File: src/rtl/cpu_ctrl_pkg.sv
// rtl/cpu_ctrl_pkg.sv - shared control-unit types and constants for the instruction sequencer
package cpu_ctrl_pkg;

  // Sequencer phases; the encoding is fixed so waveform dumps stay readable across revisions
  typedef enum logic [1:0] {
    FETCH_A = 2'd0,
    FETCH_B = 2'd1,
    EXEC    = 2'd2,
    HALTED  = 2'd3
  } seq_state_t;

  // Fetch occupies steps 0..FETCH_STEPS-1; execute numbering starts right after it
  localparam int FETCH_STEPS     = 2;
  localparam int STEP_FIRST_EXEC = FETCH_STEPS;

endpackage

File: src/rtl/step_counter.sv
// rtl/step_counter.sv - step counter with sync clear, increment and terminal-count flag
module step_counter #(
  parameter int STEP_BITS = 3
) (
  input  logic                 clk,
  input  logic                 clear,
  input  logic                 inc,
  output logic [STEP_BITS-1:0] count,
  output logic                 tc
);

  // Clear has priority so a reset or instruction boundary always lands on step 0
  always_ff @(posedge clk) begin
    if (clear) begin
      count <= '0;
    end else if (inc) begin
      count <= count + 1'b1;
    end
  end

  assign tc = &count;

endmodule

File: src/rtl/instr_sequencer.sv
// rtl/instr_sequencer.sv - fetch/execute step sequencer driving IR fetch strobes and microcode step
module instr_sequencer
  import cpu_ctrl_pkg::*;
#(
  parameter int STEP_BITS = 3
) (
  input  logic                 clk,
  input  logic                 reset,
  input  logic                 step_end,
  input  logic                 halt_req,
  input  logic                 resume,
  input  logic                 clr_ovf,
  output logic                 pc_outn,
  output logic                 mar_loadn,
  output logic                 ram_outn,
  output logic                 ir_loadn,
  output logic                 pc_inc,
  output logic [STEP_BITS-1:0] step,
  output logic                 exec_en,
  output logic                 halted,
  output logic                 step_ovf
);

  seq_state_t           state;
  seq_state_t           state_nxt;
  logic                 cnt_clear;
  logic                 cnt_inc;
  logic                 cnt_tc;
  logic                 ovf_set;
  logic [STEP_BITS-1:0] cnt;

  localparam logic [STEP_BITS-1:0] LAST_FETCH_STEP = STEP_BITS'(STEP_FIRST_EXEC - 1);

  step_counter #(
    .STEP_BITS(STEP_BITS)
  ) u_step_counter (
    .clk  (clk),
    .clear(cnt_clear),
    .inc  (cnt_inc),
    .count(cnt),
    .tc   (cnt_tc)
  );

  // Next-state and counter control; halt is only honoured at the step_end boundary
  always_comb begin
    state_nxt = state;
    cnt_clear = 1'b0;
    cnt_inc   = 1'b0;
    ovf_set   = 1'b0;
    case (state)
      FETCH_A: begin
        state_nxt = FETCH_B;
        cnt_inc   = 1'b1;
      end
      FETCH_B: begin
        cnt_inc = 1'b1;
        if (cnt == LAST_FETCH_STEP) begin
          state_nxt = EXEC;
        end
      end
      EXEC: begin
        if (step_end) begin
          cnt_clear = 1'b1;
          state_nxt = halt_req ? HALTED : FETCH_A;
        end else if (cnt_tc) begin
          // Runaway microcode: force a new fetch rather than wrapping into fetch steps
          cnt_clear = 1'b1;
          ovf_set   = 1'b1;
          state_nxt = FETCH_A;
        end else begin
          cnt_inc = 1'b1;
        end
      end
      HALTED: begin
        cnt_clear = 1'b1;
        if (resume) begin
          state_nxt = FETCH_A;
        end
      end
      default: begin
        cnt_clear = 1'b1;
        state_nxt = FETCH_A;
      end
    endcase
    if (reset) begin
      state_nxt = FETCH_A;
      cnt_clear = 1'b1;
      cnt_inc   = 1'b0;
      ovf_set   = 1'b0;
    end
  end

  // State register
  always_ff @(posedge clk) begin
    state <= state_nxt;
  end

  // Sticky overflow flag; a new overflow beats a simultaneous clear
  always_ff @(posedge clk) begin
    if (reset) begin
      step_ovf <= 1'b0;
    end else if (ovf_set) begin
      step_ovf <= 1'b1;
    end else if (clr_ovf) begin
      step_ovf <= 1'b0;
    end
  end

  // Moore output decode from registered state only
  always_comb begin
    pc_outn   = (state != FETCH_A);
    mar_loadn = (state != FETCH_A);
    ram_outn  = (state != FETCH_B);
    ir_loadn  = (state != FETCH_B);
    pc_inc    = (state == FETCH_B);
    exec_en   = (state == EXEC);
    halted    = (state == HALTED);
    step      = cnt;
  end

endmodule

File: config.mk
export PLATFORM = sky130hd
export DESIGN_NAME = instr_sequencer
export DESIGN_NICKNAME = d
export VERILOG_FILES = /design/src/rtl/cpu_ctrl_pkg.sv /design/src/rtl/step_counter.sv /design/src/rtl/instr_sequencer.sv
export SDC_FILE = /design/constraint.sdc
export NUM_CORES = 1
export LEC_CHECK = 0
export ABC_CLOCK_PERIOD_IN_PS = 1300
export BUFFER_PORTS_ARGS = -buffer_cell sky130_fd_sc_hd__buf_2
export CORE_AREA = 5 5 42 44
export DETAILED_ROUTE_END_ITERATION = 10
export DIE_AREA = 0 0 47 49
export PLACE_DENSITY = 0.48
export SYNTH_ARGS = -nofsm -noshare
export SYNTH_HDL_FRONTEND = slang
export SYNTH_SLANG_ARGS = --single-unit
File: constraint.sdc
create_clock -name clk -period 1.3 [get_ports clk]
set_input_delay 0.065 -clock clk [delete_from_list [all_inputs] [get_ports clk]]
set_output_delay 0.065 -clock clk [all_outputs]
set_load 0.02 [all_outputs]
After elaboration in Yosys (flattened, before gate mapping). Index checks and enable logic that the tools add are counted.

Register bits: 6. Output and inout bits: 11.

$add $sub $neg: 1. Muxes and demuxes: 19. Eq/ne operators: 8. Reduce and logical (&&, ||, !) cells: 6.

Operators by type and width (number): 2-to-1 mux 1 bit (11); 2-to-1 mux 2 bit (5); case mux 2 bit (4 select lines) (1); AND reduction 3 bit (2); equality test 2 bit (second input constant) (2); inequality test 2 x 1 -> 1 bit (second input constant) (2); case mux 1 bit (2 select lines) (2); nonzero test 2 bit (2); adder 3 x 1 -> 3 bit (second input constant) (1); equality test 3 x 1 -> 1 bit (second input constant) (1); inequality test 3 x 2 -> 1 bit (second input constant) (1); equality test 2 x 1 -> 1 bit (second input constant) (1); logical NOT 2 bit (1); inequality test 2 bit (second input constant) (1); OR reduction 2 bit (1).

Logic depth before layout (Yosys ltp). Gate-level depths: netlist of the first run.

Depth in word-level cells: 6. Gate-level depth with buffers: 5.

Cells and area by module. Synthesis of the first run repeated with hierarchy kept, for this count alone.

Cells, all modules: 40. Area, all modules: 341.6 sq um.

Modules (own cells, without submodules): instr_sequencer (area each 216.5 sq um, cells an instance 29, sequential area each 60.1 sq um, times used 1); step_counter (area each 125.1 sq um, cells an instance 11, sequential area each 60.1 sq um, times used 1).

Worst setup path after synthesis of the first run. Ideal clock, no wire load.

Path type: register to register. Start point: reg u_step_counter.count[0]. End point: reg state[1]. Buffers on the path: 0. Library setup time: 86 ps. Stages on the path, launching flop included: 4. Data arrival time: 1224 ps. Setup slack: -11 ps. Cell sequence: dfxtp_1 ha_1 or3b_4 a221oi_2.

Word-level cells in the longest chain between the ends: 3.

RTL lines: start, declared (line step_counter.sv:8) `output logic [STEP_BITS-1:0] count,`; start signal, assigned (line step_counter.sv:17) `count <= count + 1'b1;`; equality test 3 x 1 -> 1 bit / AND reduction 3 bit (equally long branches) (line instr_sequencer.sv:57, step_counter.sv:21); inequality test 2 x 1 -> 1 bit (no source line) / inequality test 3 x 2 -> 1 bit (equally long branches); AND reduction 3 bit (no source line) (*); end signal, assigned (line instr_sequencer.sv:95) `state <= state_nxt;`; end, declared (line instr_sequencer.sv:24) `seq_state_t state;`.

Every way passes the cells marked *; elsewhere a longest branch is shown, timed or not. A chain may end at the register's enable or synchronous reset.

Worst setup path after layout of the first run. Same ends and word-level chain as after synthesis.

==> results.cfg, run 1 <==
[run_status]
status = complete, no violations

[setup_path]
cp.required_ns = 1.46
worstSetupPathType = flip-flop to flip-flop
cp_max_fo = 4
crit_family = adder cells
cp-end-kind = flip-flop
worstSetupStartpointType = flip-flop
slowest_stage = dfxtp_2
cp_cell_sequence = ha_1, ha_2, nor2_2, o21ai_1, a221oi_2
crit_buf_inv = 0
cp.arrival_ns = 1.39
slowest_delay_ns = 0.33

[floorplanning]
dieArea_um2 = 2300
initial_core_util = 0.236
rows = 14
die_h_um = 49
pin_count = 17
core_area_um2 = 1400
die_width_um = 47

[global_routing]
grt_max_degree = 10
antenna_found_initial = 0
grt_pass1_vias = 283
grt_pass1_wl_um = 1100
grt_usage = 0.0677
overflow = 0

[clock_network]
cts_made_buffers = 3
clk_pin_slew_ns = 0.05
cts_tree = built
cts-root-buf = clkbuf_4
h-tree-depth = 1
cts_setup_buffers = 0
cts_sinks = 6
clock_path_buffers = 2
insertion_delay_ns = 0.25

[drt]
ant_nets = 0
top_layer = met3
wl_per_cell_um = 10.1
via_per_inst = 4.25
drtPass1Iterations = 3
dr_wl_met2_um = 306
wirelength_um = 716
dr_wl_met3_um = 89
routed-via-count = 302
initialDrtViolationCount = 5
drc_errors = 0
wl_met1_um = 320

[logic_synthesis]
syn_avg_cell_area_um2 = 8.69
seq_area_frac_synth = 0.364
synthCells = 38
synth_area_um2 = 330
ys_seq_elements = 6
synth_warnings = 0
synth_nets = 47
yosysUniqueCellTypes = 18

[place]
gp_congestion = 0.761
placedInstanceArea_um2 = 417
place.port_buffers = 16
post-place-ws_ns = 0.0469
hpwl_um = 557

[finish]
drive_gt1_frac = 0.509
layout_commonest_cell = buf_2
mostFrequentLayoutCells = 16 x buf_2, 5 x inv_1, 5 x dfxtp_1
fill_cells = 162
nNetsFinal = 66
design_area_um2 = 449
area_delta_synth_final_pct = 36.0
antenna_cells = 0

[timing]
tightest_slew_ns = 0.250
skew_ns = 0.00819
period_share = 0.947
maxSlewViolCount = 0
fin_setup_tns_ns = 0
max_freq_mhz = 812
layout_setup_ws_ns = 0.0686
period_needed_ns = 1.23
slew-limit-headroom = 0.833
rsz0062_at_grt = false
finalHoldViolations = 0
setup_violations = 0

[power]
pwr_density_cell_nw_per_um2 = 1290
power_leakage_uw = 0.000229
irDropWorstVdd_v = 0.000423

[worst_hold_path]
min_path_type = primary input to flip-flop

[run]
maxCapViolCount = 0
layer usage:
metal,vias up,global-route usage
li1,159,-
met5,-,0
met3,0,0.0295
met4,0,0.0553
met1,130,0.0795
met2,13,0.0905
sequential cells by signal, summed over array words and instances, names as in the netlist:
| name | count |
|---|---|
| state | 2 |
| step_ovf | 1 |
| u_step_counter.count | 3 |
area by class of cell:
| cell class | count | area, um^2 | share of cell area |
|---|---|---|---|
| clock buffer | 3 | 22.5 | 0.0501 |
| inverter | 5 | 18.8 | 0.0418 |
| multi-input combinational | 25 | 186 | 0.415 |
| sequential | 6 | 121 | 0.270 |
| tap | 16 | 20.0 | 0.0446 |
| timing repair buffer | 16 | 80.1 | 0.178 |
where the power goes:
| part | total (uW) | internal [uW] | switching (uW) | leakage, uW |
|---|---|---|---|---|
| Combinational | 173 | 71.2 | 102 | 0.000165 |
| Clock | 178 | 105 | 73.3 | 0.0000138 |
| Sequential | 228 | 204 | 24.4 | 0.0000497 |
synth_stat cells (all sizes together):
cell / number / area [um^2]
a21oi: 2 / 10.0
a221oi: 2 / 23.8
and2: 2 / 13.8
buf: 2 / 15.0
dfxtp: 6 / 120
ha: 3 / 37.5
inv: 5 / 18.8
nand2: 3 / 11.3
nand2b: 3 / 18.8
nand3b: 1 / 7.51
nor2: 4 / 15.0
nor2b: 1 / 8.76
o21ai: 1 / 5.00
o31ai: 1 / 7.51
or2: 1 / 6.26
or3b: 1 / 11.3
cell families after synthesis:
logic type                 share of synthesized area
and+or+nand+nor                                0.280
buffers and inverters                          0.102
AOI/OAI and AO/OA                              0.140
DFF                                            0.364
adders and majority gates                      0.114
what timing repair did:
| item | CTS | global route |
|---|---|---|
| gates resized for setup | 0 | 4 |
| hold buffers | 0 | 0 |
| endpoints found under the setup margin | 0 | 4 |
through the flow:
step | instances | hold slack (ns) | utilization | power [uW]
after floorplan | 38 | 0.131 | - | 358
after CTS | 71 | 0.0237 | 0.313 | 589
final | 71 | 0.0348 | 0.321 | 580
after global placement | 68 | 0.290 | 0.297 | 406
after global routing | 71 | 0.0269 | 0.321 | 623
after detailed placement | 68 | 0.295 | 0.297 | 405
final timing paths:
path,slack [ns],depth (start not counted),startpoint,to
worst max-delay path,0.07,5,u_step_counter.count[0]$_SDFFE_PP0P_,state[1]$_SDFFE_PP0P_
worst min-delay path,0.03,2,reset,step_ovf$_SDFFE_PP0P_
worst max register to register,0.07,5,u_step_counter.count[0]$_SDFFE_PP0P_,state[1]$_SDFFE_PP0P_
worst min register to register,0.44,1,u_step_counter.count[0]$_SDFFE_PP0P_,u_step_counter.count[0]$_SDFFE_PP0P_
Note: power is estimated with default switching activity, not from simulation.
==> run 2, diff against run 1 <==
--- a/config.mk
+++ b/config.mk
@@ -5,7 +5,7 @@
 export SDC_FILE = /design/constraint.sdc
 export NUM_CORES = 1
 export LEC_CHECK = 0
-export ABC_CLOCK_PERIOD_IN_PS = 1300
+export ABC_CLOCK_PERIOD_IN_PS = 1500
 export BUFFER_PORTS_ARGS = -buffer_cell sky130_fd_sc_hd__buf_2
 export CORE_AREA = 5 5 42 44
 export DETAILED_ROUTE_END_ITERATION = 10
==> constraint.sdc (replaced) <==
create_clock -name clk -period 1.5 [get_ports clk]
set_input_delay 0.075 -clock clk [delete_from_list [all_inputs] [get_ports clk]]
set_output_delay 0.075 -clock clk [all_outputs]
set_load 0.02 [all_outputs]
==> results.cfg, run 2 (synthesized netlist as in run 1, its figures left out) <==
[drt]
routed-via-count = 301
initialDrtViolationCount = 1
via_per_inst = 4.24
drtPass1Iterations = 2
drc_errors = 0
wirelength_um = 667
ant_nets = 0
wl_per_cell_um = 9.39

[power]
pwr_density_cell_nw_per_um2 = 1130
power_leakage_uw = 0.000233
finalPower_uw = 494
irDropWorstVdd_v = 0.000447

[timing]
period_share = 0.861
skew_ns = 0.00308
layout_setup_ws_ns = 0.208
max_freq_mhz = 774
tightest_slew_ns = 0.240
hold_ws_ns = 0.0453
period_needed_ns = 1.29
setup_violations = 0
maxSlewViolCount = 0
fin_setup_tns_ns = 0
finalHoldViolations = 0
rsz0062_at_grt = false
slew-limit-headroom = 0.840

[finish]
antenna_cells = 0
multi_input_area_um2 = 176
largest_registers = u_step_counter.count (3), state (2), step_ovf (1)
layout_commonest_cell = buf_2
register_area_um2 = 120
area_delta_synth_final_pct = 32.6
fill_cells = 165
drive_gt1_frac = 0.436
largest_register_ffs = 3
nNetsFinal = 66
largest-register = u_step_counter.count
design_area_um2 = 438
mostFrequentLayoutCells = 16 x buf_2, 6 x dfxtp_1, 5 x inv_1, 4 x nor2_1

[global_routing]
grt_max_degree = 10
grt_pass1_wl_um = 1080
overflow = 0
antenna_found_initial = 0
grt_usage = 0.0662
grt_pass1_vias = 280

[place]
placedInstanceArea_um2 = 415
post-place-ws_ns = 0.208
place.port_buffers = 16
gp_congestion = 0.669
hpwl_um = 553

[clock_network]
cts_setup_buffers = 0
h-tree-depth = 1
holdBufCountCts = 0
cts-root-buf = clkbuf_4
cts_sinks = 6
cts_made_buffers = 3
cts_tree = built
clock_path_buffers = 2
clk_pin_slew_ns = 0.05
cts_resized = 0
insertion_delay_ns = 0.24

[floorplanning]
rows = 14
die_h_um = 49
initial_core_util = 0.236
pin_count = 17
die_width_um = 47
core_area_um2 = 1400
dieArea_um2 = 2300

[setup_path]
cp.required_ns = 1.68
worstSetupPathType = flip-flop to flip-flop
worstSetupStartpointType = flip-flop
cp.arrival_ns = 1.47
cp-end-kind = flip-flop
cp_max_fo = 4

[run]
maxCapViolCount = 0

[worst_hold_path]
min_path_type = primary input to flip-flop

[run_status]
status = complete, no violations
run 2: area by class of cell:
type,instances,area share
multi-input cells,25,0.403
well taps,16,0.0457
repair buffers,16,0.183
inverters,5,0.0429
clock buffers,3,0.0514
flip-flops and latches,6,0.274
run 2: critical path, stage by stage (launching register included):
cell and delay [ns]:
dfxtp_1 0.33, ha_1 0.20, ha_1 0.21, o31ai_1 0.26, nand2b_1 0.13, nor2_1 0.10
run 2: path summary, 6_finish.rpt:
kind | from | end | slack [ns] | cells after the start
min | reset | state[1]$_SDFFE_PP0P_ | 0.05 | 2
min reg2reg | step_ovf$_SDFFE_PP0P_ | step_ovf$_SDFFE_PP0P_ | 0.47 | 2
max | u_step_counter.count[0]$_SDFFE_PP0P_ | u_step_counter.count[2]$_SDFFE_PP0P_ | 0.21 | 5
max reg2reg | u_step_counter.count[0]$_SDFFE_PP0P_ | u_step_counter.count[2]$_SDFFE_PP0P_ | 0.21 | 5
run 2: per-layer routing:
metal  routed length (um)  up-vias  global-route usage
met5                    0        -                   0
met4                   11        0              0.0415
met3                   80        2              0.0332
met2                  271       15              0.0882
met1                  304      125              0.0815
li1                     -      159                   -
run 2: report_power, final:
part / switching (uW) / leakage [uW] / internal, uW
sequential: 19.0 / 0.0000495 / 176
clock: 59.9 / 0.0000138 / 90.6
combinational: 88.3 / 0.000169 / 60.7
total: 167 / 0.000233 / 327
run 2: through the flow:
stage	cells	util
floorplan	38	-
global placement	68	0.296
detailed placement	68	0.296
CTS	71	0.313
global route	71	0.313
finish	71	0.313
==> run 3, diff against run 2 <==
--- a/config.mk
+++ b/config.mk
@@ -5,7 +5,7 @@
 export SDC_FILE = /design/constraint.sdc
 export NUM_CORES = 1
 export LEC_CHECK = 0
-export ABC_CLOCK_PERIOD_IN_PS = 1500
+export ABC_CLOCK_PERIOD_IN_PS = 1250
 export BUFFER_PORTS_ARGS = -buffer_cell sky130_fd_sc_hd__buf_2
 export CORE_AREA = 5 5 42 44
 export DETAILED_ROUTE_END_ITERATION = 10
==> constraint.sdc (replaced) <==
create_clock -name clk -period 1.25 [get_ports clk]
set_input_delay 0.0625 -clock clk [delete_from_list [all_inputs] [get_ports clk]]
set_output_delay 0.0625 -clock clk [all_outputs]
set_load 0.02 [all_outputs]
==> results.cfg, run 3 (synthesized netlist as in run 1, its figures left out) <==
[run_status]
status = complete, no violations

[timing]
hold_ws_ns = 0.0318
skew_ns = 0.00608
period_needed_ns = 1.20
slew-limit-headroom = 0.837
maxSlewViolCount = 0
max_freq_mhz = 834
tightest_slew_ns = 0.244
rsz0062_at_grt = true
fin_setup_tns_ns = 0
finalHoldViolations = 0
period_share = 0.959
setup_violations = 0

[clock_network]
cts_made_buffers = 3
h-tree-depth = 1
cts-root-buf = clkbuf_4
cts_setup_buffers = 0
insertion_delay_ns = 0.25
clk_pin_slew_ns = 0.05
cts_sinks = 6
cts_tree = built
holdBufCountCts = 0
clock_path_buffers = 2

[global_routing]
overflow = 0
grt_max_degree = 10
busiest_layer = met2
grt_usage = 0.0677
grt_pass1_vias = 283
grt_pass1_wl_um = 1100
use_met2 = 0.0905
met3_usage = 0.0295
antenna_found_initial = 0
gr-usage-met1 = 0.0795

[setup_path]
rr_endpoint = state[1]$_SDFFE_PP0P_
cp.arrival_ns = 1.35
worstSetupStartpointType = flip-flop
cp_cell_sequence = ha_1, or3b_4, a221oi_2
reg2reg_slack_ns = 0.05
cp.required_ns = 1.40
startpoint = u_step_counter.count[0]$_SDFFE_PP0P_
cp_max_fo = 4
worstRegToRegCells = 3
worstSetupPathType = flip-flop to flip-flop
slowest_stage = or3b_4
slowest_delay_ns = 0.37
cp-end-kind = flip-flop
r2r-start = u_step_counter.count[0]$_SDFFE_PP0P_

[finish]
largest-register = u_step_counter.count
largest_registers = u_step_counter.count (3), state (2), step_ovf (1)
fill_cells = 164
fin_util = 0.331
area_delta_synth_final_pct = 40.5
nNetsFinal = 66
largest_register_ffs = 3
mostFrequentLayoutCells = 16 x buf_2, 4 x inv_1
layout_commonest_cell = buf_2
drive_gt1_frac = 0.582
antenna_cells = 0

[floorplanning]
core_area_um2 = 1400
die_h_um = 49
dieArea_um2 = 2300
initial_core_util = 0.236
die_width_um = 47
pin_count = 17
rows = 14

[drt]
routed-via-count = 302
wl_per_cell_um = 10.3
initialDrtViolationCount = 6
via_per_inst = 4.25
drc_errors = 0
wirelength_um = 729
ant_nets = 0
drtPass1Iterations = 2

[power]
irDropWorstVdd_v = 0.000452
pwr_density_cell_nw_per_um2 = 1320
power_leakage_uw = 0.000227

[worst_hold_path]
min-delay-start = reset
min_path_type = primary input to flip-flop
holdPathEnd = state[1]$_SDFFE_PP0P_
min_path_cells = 2

[place]
gp_congestion = 0.761
place.port_buffers = 16
hpwl_um = 557

[run]
maxCapViolCount = 0
-- run 3: power by group --
group | switching [uW] | total (uW) | internal (uW)
sequential | 27.6 | 241 | 214
clock | 80.3 | 190 | 109
combinational | 107 | 184 | 76.4
total | 215 | 615 | 399
-- run 3: metal layers --
| metal | wire length, um | part of all wire |
|---|---|---|
| met1 | 321 | 0.44 |
| met4 | 0 | 0 |
| met2 | 321 | 0.44 |
| met5 | 0 | 0 |
| met3 | 86 | 0.12 |
-- run 3: worst max-delay path: cells and delay by family (launching register included) --
| kind | cells | cell delay [ns] |
|---|---|---|
| AO/OA/AOI/OAI | 1 | 0.24 |
| adder cells (fa/ha/maj) | 1 | 0.14 |
| flip-flops | 1 | 0.35 |
| AND/OR/NAND/NOR | 1 | 0.37 |
-- run 3: worst max path at each step --
stage | slack (ns) | to | cells past startpoint
final | 0.05 | state[1]$_SDFFE_PP0P_ | 3
after CTS | 0.008 | state[1]$_SDFFE_PP0P_ | 5
after detailed placement | -0.003 | u_step_counter.count[2]$_SDFFE_PP0P_ | 5
after global routing | -0.005 | state[1]$_SDFFE_PP0P_ | 3
after global placement | 0.007 | state[1]$_SDFFE_PP0P_ | 5
after floorplan | 0.02 | state[1]$_SDFFE_PP0P_ | 4
-- run 3: cell type report --
| class | count | area [um^2] | area share |
|---|---|---|---|
| well taps | 16 | 20.0 | 0.0431 |
| repair buffers | 16 | 80.1 | 0.173 |
| inverters | 5 | 18.8 | 0.0404 |
| flip-flops and latches | 6 | 124 | 0.267 |
| clock buffers | 3 | 22.5 | 0.0485 |
| multi-input cells | 25 | 199 | 0.429 |
-- run 3: repair_timing --
| action | 4_1_cts | 5_1_grt |
|---|---|---|
| resized for setup | 2 | 7 |
| pin swaps | 2 | 2 |
| hold endpoints to repair | 0 | 0 |
| endpoints found under the setup margin | 4 | 5 |
-- run 3: stage by stage --
step	cells	cell area, um^2	power, uW	setup slack (ns)
6_report	71	464	615	0.0512
5_1_grt	71	464	655	-0.00498
4_1_cts	71	442	614	0.00829
3_5_place_dp	68	417	421	-0.00313
3_3_place_gp	68	417	422	0.00656
2_1_floorplan	38	332	372	0.0198
